<file path="config.mk">
export PLATFORM = sky130hd
export DESIGN_NAME = fifo_wr_arbiter
export DESIGN_NICKNAME = d
export VERILOG_FILES = /design/src/rtl/fifo_wr_arbiter.sv
export SDC_FILE = /design/constraint.sdc
export NUM_CORES = 1
export LEC_CHECK = 0
export BUFFER_PORTS_ARGS = -buffer_cell sky130_fd_sc_hd__buf_2
export CAP_MARGIN = 30
export CORE_UTILIZATION = 43
export DETAILED_ROUTE_END_ITERATION = 12
export PLACE_DENSITY = 0.79
export SYNTH_ARGS = -nofsm -noshare
export SYNTH_HDL_FRONTEND = slang
export SYNTH_SLANG_ARGS = --single-unit
export TNS_END_PERCENT = 5
</file>
<file path="constraint.sdc">
create_clock -name w_clk -period 2.25 [get_ports w_clk]
set_input_delay 0 -clock w_clk [delete_from_list [all_inputs] [get_ports w_clk]]
set_output_delay 0 -clock w_clk [all_outputs]
set_load 0.01 [all_outputs]
</file>
<file path="src/rtl/fifo_wr_arbiter.sv">
// Round-robin arbiter sharing one FIFO write port among NUM_REQ requesters.
// Each grant is a locked burst ending on last beat, BURST_MAX beats, or a stall timeout.
module fifo_wr_arbiter #(
    parameter int WIDTH     = 8,
    parameter int NUM_REQ   = 4,
    parameter int BURST_MAX = 4,
    parameter int STALL_MAX = 8
) (
    input  logic                       w_clk,
    input  logic                       rst,
    input  logic [NUM_REQ-1:0]         req_valid,
    input  logic [NUM_REQ*WIDTH-1:0]   req_data,
    input  logic [NUM_REQ-1:0]         req_last,
    output logic [NUM_REQ-1:0]         req_ready,
    input  logic                       fifo_full,
    output logic                       fifo_wr_en,
    output logic [WIDTH-1:0]           fifo_wdata,
    output logic                       grant_valid,
    output logic [$clog2(NUM_REQ)-1:0] grant_id
);

    localparam int ID_W    = $clog2(NUM_REQ);
    localparam int BEAT_W  = $clog2(BURST_MAX + 1);
    localparam int STALL_W = $clog2(STALL_MAX + 1);

    localparam logic [ID_W-1:0]    ID_LAST    = ID_W'(NUM_REQ - 1);
    localparam logic [BEAT_W-1:0]  BEAT_LAST  = BEAT_W'(BURST_MAX - 1);
    localparam logic [STALL_W-1:0] STALL_LAST = STALL_W'(STALL_MAX - 1);

    typedef enum logic {
        IDLE,
        GRANT
    } state_t;

    state_t              state_q, state_d;
    logic [ID_W-1:0]     rr_ptr_q, rr_ptr_d;
    logic [ID_W-1:0]     grant_id_q, grant_id_d;
    logic [BEAT_W-1:0]   beat_cnt_q, beat_cnt_d;
    logic [STALL_W-1:0]  stall_cnt_q, stall_cnt_d;

    logic                pick_valid;
    logic [ID_W-1:0]     pick_id;
    logic                in_grant;
    logic                g_valid;
    logic                g_last;
    logic                accept;
    logic                stall;
    logic                release_grant;

    // Requester index base+off, wrapping modulo NUM_REQ (also correct for non-power-of-two NUM_REQ).
    function automatic logic [ID_W-1:0] wrap_add(input logic [ID_W-1:0] base, input int off);
        int s;
        s = int'(base) + off;
        if (s >= NUM_REQ) s = s - NUM_REQ;
        return ID_W'(s);
    endfunction

    // Scan from the highest offset down so the lowest offset from rr_ptr wins.
    always_comb begin
        pick_valid = 1'b0;
        pick_id    = rr_ptr_q;
        for (int i = NUM_REQ - 1; i >= 0; i--) begin
            if (req_valid[wrap_add(rr_ptr_q, i)]) begin
                pick_valid = 1'b1;
                pick_id    = wrap_add(rr_ptr_q, i);
            end
        end
    end

    assign in_grant = (state_q == GRANT);
    assign g_valid  = req_valid[grant_id_q];
    assign g_last   = req_last[grant_id_q];
    assign accept   = in_grant & g_valid & ~fifo_full & ~rst;
    assign stall    = in_grant & ~g_valid & ~fifo_full;

    assign fifo_wr_en  = accept;
    assign fifo_wdata  = req_data[grant_id_q*WIDTH +: WIDTH];
    assign grant_valid = in_grant;
    assign grant_id    = grant_id_q;

    always_comb begin
        req_ready = '0;
        if (in_grant && !rst) req_ready[grant_id_q] = ~fifo_full;
    end

    // NOTE: every next-state signal takes its hold value first, so no path leaves it unassigned (no latch).
    always_comb begin
        state_d       = state_q;
        rr_ptr_d      = rr_ptr_q;
        grant_id_d    = grant_id_q;
        beat_cnt_d    = beat_cnt_q;
        stall_cnt_d   = stall_cnt_q;
        release_grant = 1'b0;
        case (state_q)
            IDLE: begin
                if (pick_valid) begin
                    state_d     = GRANT;
                    grant_id_d  = pick_id;
                    beat_cnt_d  = '0;
                    stall_cnt_d = '0;
                end
            end
            GRANT: begin
                if (accept) begin
                    beat_cnt_d  = beat_cnt_q + BEAT_W'(1);
                    stall_cnt_d = '0;
                    if (g_last || beat_cnt_q == BEAT_LAST) release_grant = 1'b1;
                end else if (stall) begin
                    stall_cnt_d = stall_cnt_q + STALL_W'(1);
                    if (stall_cnt_q == STALL_LAST) release_grant = 1'b1;
                end
                if (release_grant) begin
                    state_d  = IDLE;
                    rr_ptr_d = (grant_id_q == ID_LAST) ? '0 : grant_id_q + ID_W'(1);
                end
            end
            default: state_d = IDLE;
        endcase
    end

    // NOTE: state registers use non-blocking assignments so all flops update together at the edge.
    always_ff @(posedge w_clk) begin
        if (rst) begin
            state_q     <= IDLE;
            rr_ptr_q    <= '0;
            grant_id_q  <= '0;
            beat_cnt_q  <= '0;
            stall_cnt_q <= '0;
        end else begin
            state_q     <= state_d;
            rr_ptr_q    <= rr_ptr_d;
            grant_id_q  <= grant_id_d;
            beat_cnt_q  <= beat_cnt_d;
            stall_cnt_q <= stall_cnt_d;
        end
    end

endmodule
</file>
==> run metrics, run 1 <==
routed via count 1038; fillers 195; fin crit share 0.863; Post-synth EDFFs 0; Via density 5.41; Leak 0.000658 uW; GR Util All Layers 0.221; post-synthesis cell type count 37; Setup violations, final 0; post-synthesis sequential area ratio 0.239; vias in the first global route 1062; total CTS buffers 3; antenna cells 0; setup bufs post-CTS 0; Clock Tree Buf Depth 2; Worst Setup Path Type reg2reg; Root Buffer clkbuf_4; first-pass GRT wire length 4.27 mm; reg-to-reg endpoint rr_ptr_q[0]; HP Start rst; clock slew at the register clock pins of the worst setup and hold paths 90 ps; Hold Crit Endpoint beat_cnt_q[1]; RSZ-0062 raised after global routing false; largest net degree at the start of global routing 15; # rows 17; R2R depth 4; H-tree depth 1; Initial DRT Pass Iterations 4; Ports 59; die area 2530 sq um; Register-to-Register Setup Slack 310 ps; CTS sink cnt 12; FMAX 515 MHz; Reg area 240 sq um; Avg Inst Size Synth 9.75 sq um; Max Slew Vio Count 0; CP cell instances mux4_2 -> nor4_2 -> or2_1 -> mux2_4; # nets final 215; GRT overflow 0; status complete, no violations; port buffer count 58; required time of the critical path 2430 ps; Synthesized Nets 153; Total Wirelength 2.64 mm; TritonCTS clock tree yes; Post-synth ARST share 0; Initial Util 0.454; Design Power 568 uW; 1st-iter DRT viols 16; post-synthesis cell area 1000 sq um; Core Box Area 2210 sq um; DP HPWL 2.19 mm; Hold Path Cell Cnt 2; die width 50.3 microns; worst-path maximum fanout 7; Die Ht 50.3 microns; Resize count post-CTS 0; YS warnings 0; slowest stage delay, CP 620 ps; Crit. End Element flop; WL/cell 13.8 microns; worst r2r src grant_id[0]; RePlAce Congestion 0.778; Setup Skew 5.96 ps; power density over the cells 415 nW/um^2; Residual DRC 0; share of cells above drive strength 1 0.482; peak supply drop 0.348 mV; commonest cells after routing, fill and taps aside buf_2 (58), dfxtp_1 (12), mux4_2 (9), nand2_1 (9); commonest non-fill, non-tap cell in the layout buf_2; Area growth, synth to finish 36.2%; antenna-violating nets left 0; initial antenna violation count 0; normalized max-slew margin 0.641; clock latency on the worst-skew pair 280 ps; CP startpoint kind flop; max_cap viols 0; Syn Inst Count 103; Post-CTS Hold Fix Bufs 0; worst endpoint data arrival time 2120 ps; Slew @ Worst Pin 536 ps; footprint of the multi-input gates 718 sq um; number of hold violations in the final report 0; worst hold path class in2reg; TNS Setup 0 ps; CP max stage cell mux4_2; Post-synth top flop dfxtp_1; Tmin final 1940 ps; register bit total from synthesis 12
metrics by stage:
stage	hold slack [ps]	std cells	area [sq um]	utilization	setup WS (ps)
2_1_floorplan	149	103	1000	-	281
3_3_place_gp	338	188	1330	0.602	410
3_5_place_dp	338	188	1330	0.602	313
4_1_cts	50.0	192	1370	0.619	307
5_1_grt	50.9	192	1370	0.619	195
6_report	53.5	192	1370	0.619	308
area by class of cell:
cell class / count / share of cell area
Multi-Input combinational cell: 79 / 0.525
Timing Repair Buffer: 60 / 0.223
Sequential cell: 12 / 0.176
Clock buffer: 4 / 0.0265
Tap cell: 28 / 0.0256
Inverter: 9 / 0.0247
critical path, delay by kind of cell (launching register included):
kind | cells | cell delay, ps
muxes | 2 | 930
and+or+nand+nor | 2 | 520
DFF | 1 | 390
power by group:
part | internal [uW] | leakage [uW] | switching [uW]
clock network | 98.4 | 0.0000210 | 83.6
registers | 219 | 0.0000976 | 7.05
logic | 84.7 | 0.000539 | 75.7
state kept, by name (all words and copies together) (netlist names):
signal,count
beat_cnt_q,3
rr_ptr_q,2
grant_id,2
grant_valid,1
stall_cnt_q,4
metal layers:
layer	GRT usage	vias to the layer above	part of all wire
li1	-	504	-
met5	0	-	0
met3	0.0455	6	0.073
met4	0.0880	0	0.018
met1	0.212	481	0.38
met2	0.444	47	0.53
cell usage after synthesis, types with 2 or more instances:
library cell  count  area share
nand2b_1          5       0.031
dfxtp_1          12        0.24
inv_1             8       0.030
nor2_1            4       0.015
and2_1            5       0.031
nand3_1           2       0.010
a21oi_1           8       0.040
nand2_1           9       0.034
nor3_1            4       0.020
mux4_2            9        0.20
o21ai_0           4       0.020
ha_1              7       0.087
mux2i_1           2       0.020
logic make-up after synthesis:
kind of cell             after synthesis  share of synthesized area
AO/OA/AOI/OAI                         21                      0.152
adder cells (fa/ha/maj)                7                     0.0872
buffers and inverters                 12                     0.0461
flip-flops                            12                      0.239
multiplexers                          13                      0.263
AND/OR/NAND/NOR                       38                      0.213
worst max path at each step:
stage / startpoint / end / slack (ps) / cells after the start
after floorplan: grant_id[0] / rr_ptr_q[0] / 280 / 4
after global placement: grant_id[0] / rr_ptr_q[0] / 410 / 4
after detailed placement: grant_id[0] / rr_ptr_q[0] / 310 / 4
after CTS: grant_id[0] / rr_ptr_q[0] / 310 / 4
after global routing: grant_id[0] / rr_ptr_q[0] / 190 / 4
final: grant_id[0] / rr_ptr_q[0] / 310 / 4
(Power assumes the default switching activity.)
==> run 2, diff against run 1 <==
- REMOVE_ABC_BUFFERS: unset -> 1
==> run metrics, run 2 (synthesized netlist as in run 1, its figures left out) <==
Resize count post-CTS 0; Regs by FF count stall_cnt_q: 4 flops, beat_cnt_q: 3 flops; worst-path maximum fanout 7; Tmin final 1940 ps; status complete, no violations; vias in the first global route 1009; Most flops, register stall_cnt_q; Crit. End Element flop; TNS Setup 0 ps; WL/cell 13.3 microns; Max Slew Vio Count 0; clock latency on the worst-skew pair 270 ps; max_cap viols 0; H-tree depth 1; clock slew at the register clock pins of the worst setup and hold paths 70 ps; antenna cells 0; TritonCTS clock tree yes; Slew @ Worst Pin 520 ps; antenna-violating nets left 0; Root Buffer clkbuf_4; Post-CTS Hold Fix Bufs 0; Residual DRC 0; Via density 5.49; # nets final 215; routed via count 1055; final worst setup slack 314 ps; pre-CTS setup slack 315 ps; fin crit share 0.860; Initial Util 0.454; RSZ-0062 raised after global routing false; Setup crit start grant_id[0]; required time of the critical path 2420 ps; commonest cells after routing, fill and taps aside buf_2 (58), dfxtp_1 (12), mux4_2 (9), nand2_1 (9); Area growth, synth to finish 36.2%; HP Start rst; Total Wirelength 2.56 mm; max FFs per register 4; GR Util All Layers 0.222; 1st-iter DRT viols 19; power density over the cells 407 nW/um^2; Setup Skew 2.06 ps; worst r2r src grant_id[0]; Die Ht 50.3 microns; DP HPWL 2.12 mm; R2R depth 4; Setup violations, final 0; worst hold path class in2reg; FMAX 517 MHz; number of hold violations in the final report 0; Leak 0.000658 uW; reg-to-reg endpoint rr_ptr_q[0]; largest net degree at the start of global routing 14; normalized max-slew margin 0.652; commonest non-fill, non-tap cell in the layout buf_2; Hold Crit Endpoint beat_cnt_q[1]; RePlAce Congestion 0.817; CP startpoint kind flop; Ports 59; Register-to-Register Setup Slack 310 ps; Final Core Density 0.619; GRT overflow 0; initial antenna violation count 0; Clock Tree Buf Depth 2; hold slack 75.0 ps; total CTS buffers 3; Worst Setup Path Type reg2reg; peak supply drop 0.273 mV; CTS sink cnt 12; Initial DRT Pass Iterations 4; Hold Path Cell Cnt 2; die area 2530 sq um; Core Box Area 2210 sq um; # rows 17; die width 50.3 microns; first-pass GRT wire length 4.29 mm; worst endpoint data arrival time 2100 ps; share of cells above drive strength 1 0.482; setup bufs post-CTS 0; port buffer count 58
[run 2: cell counts in the layout (fill, tap and decap cells not counted)]
Identical to the previous run, type by type.
[run 2: area by class of cell]
cell class	instances	area (sq um)
Inverter	9	33.8
Multi-Input combinational cell	79	718
Sequential cell	12	240
Timing Repair Buffer	60	305
Tap cell	28	35.0
Clock buffer	4	36.3
Fill cell	194	843
[run 2: where the power goes]
| group | switching [uW] | leakage, uW | internal (uW) | total, uW |
|---|---|---|---|---|
| clock | 71.9 | 0.0000210 | 98.5 | 170 |
| combinational | 75.5 | 0.000539 | 84.9 | 160 |
| sequential | 7.62 | 0.0000976 | 219 | 226 |
| total | 155 | 0.000658 | 402 | 557 |
[run 2: metal layers]
layer	routed length [microns]	global-route usage	vias up
met5	0	0	-
li1	-	-	507
met2	1300	0.400	54
met4	62	0.111	0
met1	952	0.231	486
met3	247	0.0636	8
[run 2: worst max-delay path by stage]
stage	cells after the start	slack, ps	to
final	4	310	rr_ptr_q[0]
after global routing	4	190	rr_ptr_q[0]
after CTS	4	320	rr_ptr_q[0]
after detailed placement	4	310	rr_ptr_q[0]
after global placement	4	390	rr_ptr_q[0]
after floorplan	4	-60	rr_ptr_q[0]
[run 2: critical path: stages, from the launching register on]
cell and delay, ps:
dfxtp_1 400, mux4_2 630, nor4_2 310, or2_1 190
mux2_4 300
[run 2: per-stage QoR]
step	total power, uW	cell area (sq um)	cells
after floorplan	316	992	100
after global placement	385	1330	188
after detailed placement	391	1330	188
after CTS	560	1370	192
after global routing	592	1370	192
final	557	1370	192
